$ cat src/rtl/buf_ram_writer.sv
// Producer side of the character buffer RAM.
// Writes an incoming byte stream at a circular write pointer. The reader's
// address provides back-pressure. A bulk clear fills every location with FILL.
// All RAM-facing outputs are registered, one clock after the handshake.
module buf_ram_writer #(
    parameter int                 ADDR_W = 9,
    parameter int                 DATA_W = 8,
    parameter int                 DEPTH  = 512,
    parameter logic [DATA_W-1:0]  FILL   = 8'h20
) (
    input  logic              clk,
    input  logic              rst,
    input  logic              clear,
    input  logic              in_valid,
    input  logic [DATA_W-1:0] in_data,
    output logic              in_ready,
    input  logic [ADDR_W-1:0] rd_ptr,
    output logic              ram_wen,
    output logic [ADDR_W-1:0] ram_addr,
    output logic [DATA_W-1:0] ram_wdata,
    output logic [ADDR_W-1:0] wr_ptr,
    output logic [ADDR_W-1:0] level,
    output logic              full,
    output logic              busy,
    output logic              clear_done
);

    // Last valid address. DEPTH taken modulo 2**ADDR_W for the level
    // arithmetic; the true level is always below DEPTH, so the wrap is exact.
    localparam logic [ADDR_W-1:0] LAST    = ADDR_W'(DEPTH - 1);
    localparam logic [ADDR_W-1:0] DEPTH_M = ADDR_W'(DEPTH);

    typedef enum logic {S_RUN, S_CLEAR} state_t;

    // Explicit wrap so that non-power-of-two depths work.
    function automatic logic [ADDR_W-1:0] wrap_inc(input logic [ADDR_W-1:0] a);
        if (a == LAST)
            return '0;
        return a + ADDR_W'(1);
    endfunction

    state_t              r_state;
    state_t              w_state_nxt;
    logic [ADDR_W-1:0]   r_wr_ptr;
    logic [ADDR_W-1:0]   r_clr_addr;
    logic                r_wen_p1;
    logic [ADDR_W-1:0]   r_addr_p1;
    logic [DATA_W-1:0]   r_wdata_p1;
    logic                r_done_p1;

    logic                w_full;
    logic                w_in_ready;
    logic                w_accept;
    logic [ADDR_W-1:0]   w_level;
    logic                w_wen_nxt;
    logic [ADDR_W-1:0]   w_addr_nxt;
    logic [DATA_W-1:0]   w_wdata_nxt;
    logic [ADDR_W-1:0]   w_wr_nxt;
    logic [ADDR_W-1:0]   w_clr_nxt;
    logic                w_done_nxt;

    // One slot always stays empty so that equal pointers mean empty.
    assign w_full     = (wrap_inc(r_wr_ptr) == rd_ptr);
    assign w_in_ready = (r_state == S_RUN) && !w_full && !clear;
    assign w_accept   = in_valid && w_in_ready;

    // Occupancy modulo DEPTH; rd_ptr may move at any time.
    always_comb begin
        if (r_wr_ptr >= rd_ptr)
            w_level = r_wr_ptr - rd_ptr;
        else
            w_level = r_wr_ptr + DEPTH_M - rd_ptr;
    end

    // State register.
    always_ff @(posedge clk) begin
        if (rst)
            r_state <= S_RUN;
        else
            r_state <= w_state_nxt;
    end

    // Next-state logic: clear only starts from RUN, so a clear during CLEAR is ignored.
    always_comb begin
        w_state_nxt = r_state;
        case (r_state)
            S_RUN:   if (clear) w_state_nxt = S_CLEAR;
            S_CLEAR: if (r_clr_addr == LAST) w_state_nxt = S_RUN;
            default: w_state_nxt = S_RUN;
        endcase
    end

    // Output logic: next values of the registered RAM port and pointers.
    always_comb begin
        w_wen_nxt   = 1'b0;
        w_addr_nxt  = r_addr_p1;
        w_wdata_nxt = r_wdata_p1;
        w_wr_nxt    = r_wr_ptr;
        w_clr_nxt   = r_clr_addr;
        w_done_nxt  = 1'b0;
        case (r_state)
            S_RUN: begin
                if (clear)
                    w_clr_nxt = '0;
                if (w_accept) begin
                    w_wen_nxt   = 1'b1;
                    w_addr_nxt  = r_wr_ptr;
                    w_wdata_nxt = in_data;
                    w_wr_nxt    = wrap_inc(r_wr_ptr);
                end
            end
            S_CLEAR: begin
                w_wen_nxt   = 1'b1;
                w_addr_nxt  = r_clr_addr;
                w_wdata_nxt = FILL;
                w_clr_nxt   = wrap_inc(r_clr_addr);
                if (r_clr_addr == LAST) begin
                    w_wr_nxt   = '0;
                    w_done_nxt = 1'b1;
                end
            end
            default: ;
        endcase
    end

    // stage p1: registered RAM port, pointers and done pulse; reset drops any write in flight.
    always_ff @(posedge clk) begin
        if (rst) begin
            r_wen_p1   <= 1'b0;
            r_addr_p1  <= '0;
            r_wdata_p1 <= '0;
            r_wr_ptr   <= '0;
            r_clr_addr <= '0;
            r_done_p1  <= 1'b0;
        end else begin
            r_wen_p1   <= w_wen_nxt;
            r_addr_p1  <= w_addr_nxt;
            r_wdata_p1 <= w_wdata_nxt;
            r_wr_ptr   <= w_wr_nxt;
            r_clr_addr <= w_clr_nxt;
            r_done_p1  <= w_done_nxt;
        end
    end

    assign in_ready   = w_in_ready;
    assign full       = w_full;
    assign level      = w_level;
    assign wr_ptr     = r_wr_ptr;
    assign busy       = (r_state == S_CLEAR);
    assign clear_done = r_done_p1;
    assign ram_wen    = r_wen_p1;
    assign ram_addr   = r_addr_p1;
    assign ram_wdata  = r_wdata_p1;

endmodule
$ cat config.mk
export PLATFORM = sky130hd
export DESIGN_NAME = buf_ram_writer
export DESIGN_NICKNAME = d
export VERILOG_FILES = /design/src/rtl/buf_ram_writer.sv
export SDC_FILE = /design/constraint.sdc
export NUM_CORES = 1
export LEC_CHECK = 0
export CAP_MARGIN = 30
export CORE_UTILIZATION = 55
export DETAILED_ROUTE_END_ITERATION = 6
export DONT_BUFFER_PORTS = 1
export PLACE_DENSITY_LB_ADDON = 0.05
export SETUP_SLACK_MARGIN = 0.1
export SYNTH_ARGS = -nofsm -noshare
export SYNTH_HDL_FRONTEND = slang
export SYNTH_SLANG_ARGS = --single-unit
$ cat constraint.sdc
create_clock -name clk -period 7.6 [get_ports clk]
set_clock_uncertainty 0.05 [all_clocks]
set_input_delay 1.14 -clock clk [delete_from_list [all_inputs] [get_ports clk]]
set_output_delay 1.14 -clock clk [all_outputs]
set_load 0.05 [all_outputs]
==> flow_summary.json, run 1 <==
{
  "wl_um": 5360,
  "wl_met2_um": 2470,
  "die_w_um": 67.7,
  "hold_viol": 0,
  "layout-drive-gt1-share": 0.105,
  "drtAntennaViolNets": 0,
  "grt_overflow_total": 0,
  "nets": 329,
  "root_buffer": "clkbuf_8",
  "rsz0062_at_grt": "false",
  "first_global_vias": 1769,
  "rr_endpoint": "ram_addr[0]",
  "syn_area_per_cell_um2": 8.03,
  "instances_no_fill": 346,
  "power.share.sequential": 0.519,
  "drc": 0,
  "rows": 23,
  "r2r_start": "wr_ptr[0]",
  "cp.required_ns": 6.41,
  "setup_viol": 0,
  "crit_fanout": 15,
  "p_int_uw": 304,
  "cts-resized-gates": 0,
  "dp.cells": 338,
  "hold_class": "register to register",
  "die_h_um": 67.7,
  "grt_usage": 0.248,
  "finalSetupTns_ns": 0,
  "port_buffers": 0,
  "vias_per_cell": 5.83,
  "p_switching_uw": 147,
  "syn_area_um2": 2380,
  "cp-start-kind": "register",
  "grt_pass1_wl_um": 8360,
  "synth_cell_types": 48,
  "cap_violations": 0,
  "synth_edf_count": 0,
  "dieArea_um2": 4590,
  "max_slew_margin": 0.339,
  "start_util": 0.582,
  "clk_path_buf_depth": 2,
  "worstSetupStartpoint": "wr_ptr[0]",
  "cp_data_arrival_time_ns": 3.78,
  "cts_tree": "done",
  "fp.coreArea_um2": 4090,
  "drt_iter0_drc": 107,
  "ys.warnings.count": 0,
  "async_reset_ff_frac": 0,
  "finalCriticalPeriod_ns": 4.97,
  "place_hpwl_um": 3970,
  "globalplace.congestion": 0.798,
  "fin_ws_ns": 2.63,
  "netlist_instances": 296,
  "p_sw_frac": 0.326,
  "syn_nets": 330,
  "peakVddDrop_v": 0.000104,
  "diodes": 0,
  "drtPass1Iterations": 4,
  "num_io_pins": 61,
  "period_share": 0.654,
  "insertion_delay_ns": 0.29,
  "antenna_found_initial": 0,
  "power_density_nw_per_um2": 179,
  "place_ws_ns": 2.95,
  "endpoint_kind": "output pin",
  "max_freq_ghz": 0.201,
  "cp-endpoint": "in_ready",
  "htreeDepth": 2,
  "holdBufCountCts": 0,
  "wl_met3_um": 329,
  "status": "completed",
  "drv_slew": 0,
  "comb_power_share": 0.162,
  "cts_buffers": 5,
  "p_leak_uw": 0.00101,
  "clk_pin_slew_worst_paths_ns": 0.07,
  "vias": 2017,
  "worst_pin_slew_ns": 0.988,
  "clock-sinks": 38,
  "routedLengthMet1_um": 2490,
  "ys_seq_area_frac": 0.320,
  "ys.flop_type": "dfxtp_1",
  "cts_setup_buffers": 0,
  "worst-r2r-cell-count": 13,
  "synth-seq-cells": 38,
  "routedWlPerCell_um": 15.5,
  "area_growth_pct": 5.89,
  "pwr-share-clk": 0.319,
  "grt_max_degree": 33,
  "setup.worst_path.class": "register to output pin",
  "r2r_slack_ns": 3.63,
  "top_layer": "met4"
}
-- cell families after synthesis --
group                      synth area share
adders and majority gates            0.0716
muxes                                0.0616
and+or+nand+nor                       0.216
buffers and inverters                0.0705
xor gates and xnor gates             0.0537
DFF                                   0.320
AOI/OAI and AO/OA                     0.206
-- placed cells by master (no fill, tap or decap), types with 2 or more instances in the layout --
| cell type | synthesis | routed |
|---|---|---|
| a21boi_0 | 2 | 2 |
| a21o_1 | 3 | 3 |
| a21oi_1 | 19 | 19 |
| a22oi_1 | 4 | 4 |
| a31oi_1 | 2 | 2 |
| and3_1 | 4 | 4 |
| buf_4 | 1 | 6 |
| clkbuf_8 | 0 | 6 |
| dfxtp_1 | 38 | 38 |
| ha_1 | 12 | 12 |
| inv_1 | 26 | 26 |
| mux2_4 | 7 | 7 |
| mux2i_1 | 3 | 3 |
| nand2_1 | 22 | 22 |
| nand2b_1 | 6 | 6 |
| nand3_1 | 13 | 13 |
| nor2_1 | 31 | 31 |
| nor2b_1 | 5 | 5 |
| nor3_1 | 6 | 6 |
| nor3b_1 | 2 | 2 |
| o21a_1 | 8 | 8 |
| o21ai_0 | 27 | 27 |
| o221ai_1 | 2 | 2 |
| o2bb2ai_1 | 2 | 2 |
| o31ai_1 | 2 | 2 |
| or2_2 | 3 | 3 |
| or3_1 | 4 | 4 |
| xnor2_1 | 8 | 8 |
| xor2_1 | 4 | 4 |
-- final cells by class --
class                   instances  area (um^2)
inverters                      26         97.6
fillers                       383         1570
clock buffers                   7         86.3
multi-input cells             217         1450
repair buffers                  7         56.3
flip-flops and latches         38          761
clock inverters                 1         5.00
well taps                      50         62.6
-- synth_stat cells, types with 3 or more instances --
cell | n | area [um^2]
a21oi_1 | 19 | 95.1
mux2_4 | 7 | 105
o21ai_0 | 27 | 135
mux2i_1 | 3 | 30.0
or3_1 | 4 | 25.0
xor2_1 | 4 | 35.0
a21o_1 | 3 | 22.5
or2_2 | 3 | 18.8
ha_1 | 12 | 150
and3_1 | 4 | 25.0
o21a_1 | 8 | 60.1
inv_1 | 26 | 97.6
dfxtp_1 | 38 | 761
nand3_1 | 13 | 65.1
nor2_1 | 31 | 116
nor2b_1 | 5 | 31.3
a22oi_1 | 4 | 30.0
nor3_1 | 6 | 30.0
xnor2_1 | 8 | 70.1
nand2_1 | 22 | 82.6
nand2b_1 | 6 | 37.5
clkbuf_1 | 10 | 37.5
-- worst min-delay path by stage --
| stage | start | slack (ns) | cells past startpoint | to |
|---|---|---|---|---|
| floorplan | r_clr_addr[7] | 0.42 | 2 | r_clr_addr[7] |
| global placement | r_clr_addr[8] | 0.43 | 2 | ram_addr[8] |
| detailed placement | r_clr_addr[8] | 0.44 | 2 | ram_addr[8] |
| CTS | r_clr_addr[8] | 0.45 | 2 | ram_addr[8] |
| global route | r_clr_addr[8] | 0.49 | 2 | ram_addr[8] |
| finish | r_clr_addr[7] | 0.45 | 2 | r_clr_addr[7] |
-- flip-flops by register name (all words and copies together), names as in the netlist --
name        count
busy            1
clear_done      1
r_clr_addr      9
ram_addr        9
ram_wdata       8
ram_wen         1
wr_ptr          9
-- power groups by stage --
stage / Sequential, uW / Clock (uW) / Combinational, uW
floorplan: 239 / 0 / 62.1
global placement: 238 / 0 / 69.3
detailed placement: 238 / 0 / 73.2
CTS: 234 / 147 / 73.4
global route: 235 / 155 / 80.3
finish: 234 / 144 / 72.9
-- metrics by stage --
stage,hold WS [ns],utilization,cell area (um^2),power (uW)
3_3_place_gp,0.433,0.585,2390,308
3_5_place_dp,0.439,0.594,2430,312
5_1_grt,0.489,0.616,2520,470
2_1_floorplan,0.417,-,2380,301
4_1_cts,0.450,0.616,2520,454
6_report,0.449,0.616,2520,450
-- routing by layer --
layer,GRT usage,up-vias
met3,0.0659,8
met4,0.0798,0
met5,0,-
li1,-,1023
met1,0.325,927
met2,0.391,59
-- worst max-delay path: stages, from the launching register on --
cell and delay, ns:
dfxtp_1 0.78, ha_1 0.42, nand3_1 0.11, nor2_1 0.13, ha_1 0.50, nor2_1 0.10
mux2i_1 0.15, a2bb2oi_1 0.31, nor4_4 0.07, buf_4 0.22, nor2_1 0.70
Power figures use the tool's default switching activity.
==> run 2: changes to the inputs <==
==> constraint.sdc (replaced) <==
create_clock -name clk -period 4.6 [get_ports clk]
set_clock_uncertainty 0.05 [all_clocks]
set_input_delay 0.69 -clock clk [delete_from_list [all_inputs] [get_ports clk]]
set_output_delay 0.69 -clock clk [all_outputs]
set_load 0.05 [all_outputs]
==> run 2 against run 1 <==
- sequential share of layout area shrank 0.75 points
- highest routed layer unchanged
- worst setup slack worse by 2.1 ns
- via count increased by 0.79%
- non-clock buffer count up 9
- sequential cell count is the same
- critical endpoint unchanged
- routed wire length decreased by 1.8%
- core utilization grew 1.6 points
- design area up 2.5%
==> flow_summary.json, run 2 (synthesis results as in run 1) <==
{
  "status": "completed",
  "nets": 338,
  "r2r_start": "wr_ptr[5]",
  "grt_pass1_wl_um": 8060,
  "instances_no_fill": 355,
  "cts_buffers": 5,
  "holdBufCountCts": 0,
  "endpoint_kind": "output pin",
  "final_cell_mix": "38 x dfxtp_1, 31 x nor2_1, 27 x o21ai_0",
  "setup.worst_path.class": "register to output pin",
  "period_share": 0.883,
  "grt_overflow_total": 0,
  "finalSetupTns_ns": 0,
  "power_density_nw_per_um2": 288,
  "worst_pin_slew_ns": 0.907,
  "routedWlPerCell_um": 14.8,
  "fp.coreArea_um2": 4090,
  "clk_path_buf_depth": 2,
  "globalplace.congestion": 0.827,
  "vias_per_cell": 5.73,
  "start_util": 0.582,
  "crit_fanout": 15,
  "vias": 2033,
  "design_power_total_uw": 744,
  "diodes": 0,
  "drt_iter0_drc": 147,
  "max_freq_ghz": 0.246,
  "drtPass1Iterations": 4,
  "antenna_found_initial": 0,
  "clk_pin_slew_worst_paths_ns": 0.07,
  "dieArea_um2": 4590,
  "hold_viol": 0,
  "num_io_pins": 61,
  "hold_end": "r_clr_addr[1]",
  "drv_slew": 0,
  "first_global_vias": 1731,
  "drc": 0,
  "cts_setup_buffers": 0,
  "rr_endpoint": "wr_ptr[2]",
  "cts_tree": "done",
  "rows": 23,
  "htreeDepth": 2,
  "clock-sinks": 38,
  "cts-resized-gates": 0,
  "cp_data_arrival_time_ns": 3.32,
  "die_h_um": 67.7,
  "finalCriticalPeriod_ns": 4.06,
  "max_slew_margin": 0.393,
  "nFillCells": 380,
  "r2r_slack_ns": 0.91,
  "hold_class": "input pin to register",
  "wl_um": 5260,
  "hold_path_depth": 1,
  "die_w_um": 67.7,
  "p_leak_uw": 0.00106,
  "area_growth_pct": 8.58,
  "root_buffer": "clkbuf_8",
  "dp.cells": 347,
  "port_buffers": 0,
  "insertion_delay_ns": 0.29,
  "grt_usage": 0.242,
  "grt_max_degree": 27,
  "cp-start-kind": "register",
  "cp.required_ns": 3.86,
  "worst-r2r-cell-count": 11,
  "rsz0062_at_grt": "false",
  "layout_commonest_cell": "dfxtp_1",
  "setup_viol": 0,
  "drtAntennaViolNets": 0,
  "cap_violations": 0,
  "hold_ws_ns": 0.414,
  "peakVddDrop_v": 0.000207,
  "place_hpwl_um": 3930,
  "fin_ws_ns": 0.536,
  "min-delay-start": "rst",
  "layout-drive-gt1-share": 0.131,
  "place_ws_ns": 0.885
}
-- run 2: cell type report --
type	count	area, um^2	area share
multi-input cells	217	1450	0.561
flip-flops and latches	38	761	0.295
repair buffers	16	120	0.0465
inverters	26	97.6	0.0378
clock buffers	7	86.3	0.0334
well taps	50	62.6	0.0242
clock inverters	1	5.00	0.00194
-- run 2: per-layer routing --
layer  vias to the layer above  wire (um)  track usage
met5                         -          0            0
met4                         0         47       0.0957
met3                         4        380       0.0625
met2                        67       2360        0.358
met1                       922       2480        0.331
li1                       1040          -            -
-- run 2: metrics by stage --
stage | util | area (um^2)
global route | 0.632 | 2580
global placement | 0.609 | 2490
CTS | 0.632 | 2580
floorplan | - | 2380
detailed placement | 0.609 | 2490
finish | 0.632 | 2580
-- run 2: worst max path at each step --
stage                          from       end  slack, ns  depth (start not counted)
after CTS                 wr_ptr[5]  in_ready       0.55                         10
after detailed placement  wr_ptr[5]  in_ready       0.88                         10
after floorplan           wr_ptr[0]  in_ready       0.53                         10
after global placement    wr_ptr[5]  in_ready       0.98                         10
final                     wr_ptr[5]  in_ready       0.54                         10
after global routing      wr_ptr[5]  in_ready       0.25                         10
-- run 2: where the power goes --
part	switching, uW	internal, uW
combinational	80.7	42.7
clock	113	121
sequential	45.3	341
-- run 2: critical path, stage by stage (launching register included) --
cell and delay [ns]:
dfxtp_1 0.78, nand4_1 0.25, nor2_1 0.17, ha_1 0.49, nor2b_1 0.15, xnor2_1 0.21
o2111ai_2 0.17, nor4_4 0.28, buf_4 0.28, nor2_1 0.07, buf_4 0.19
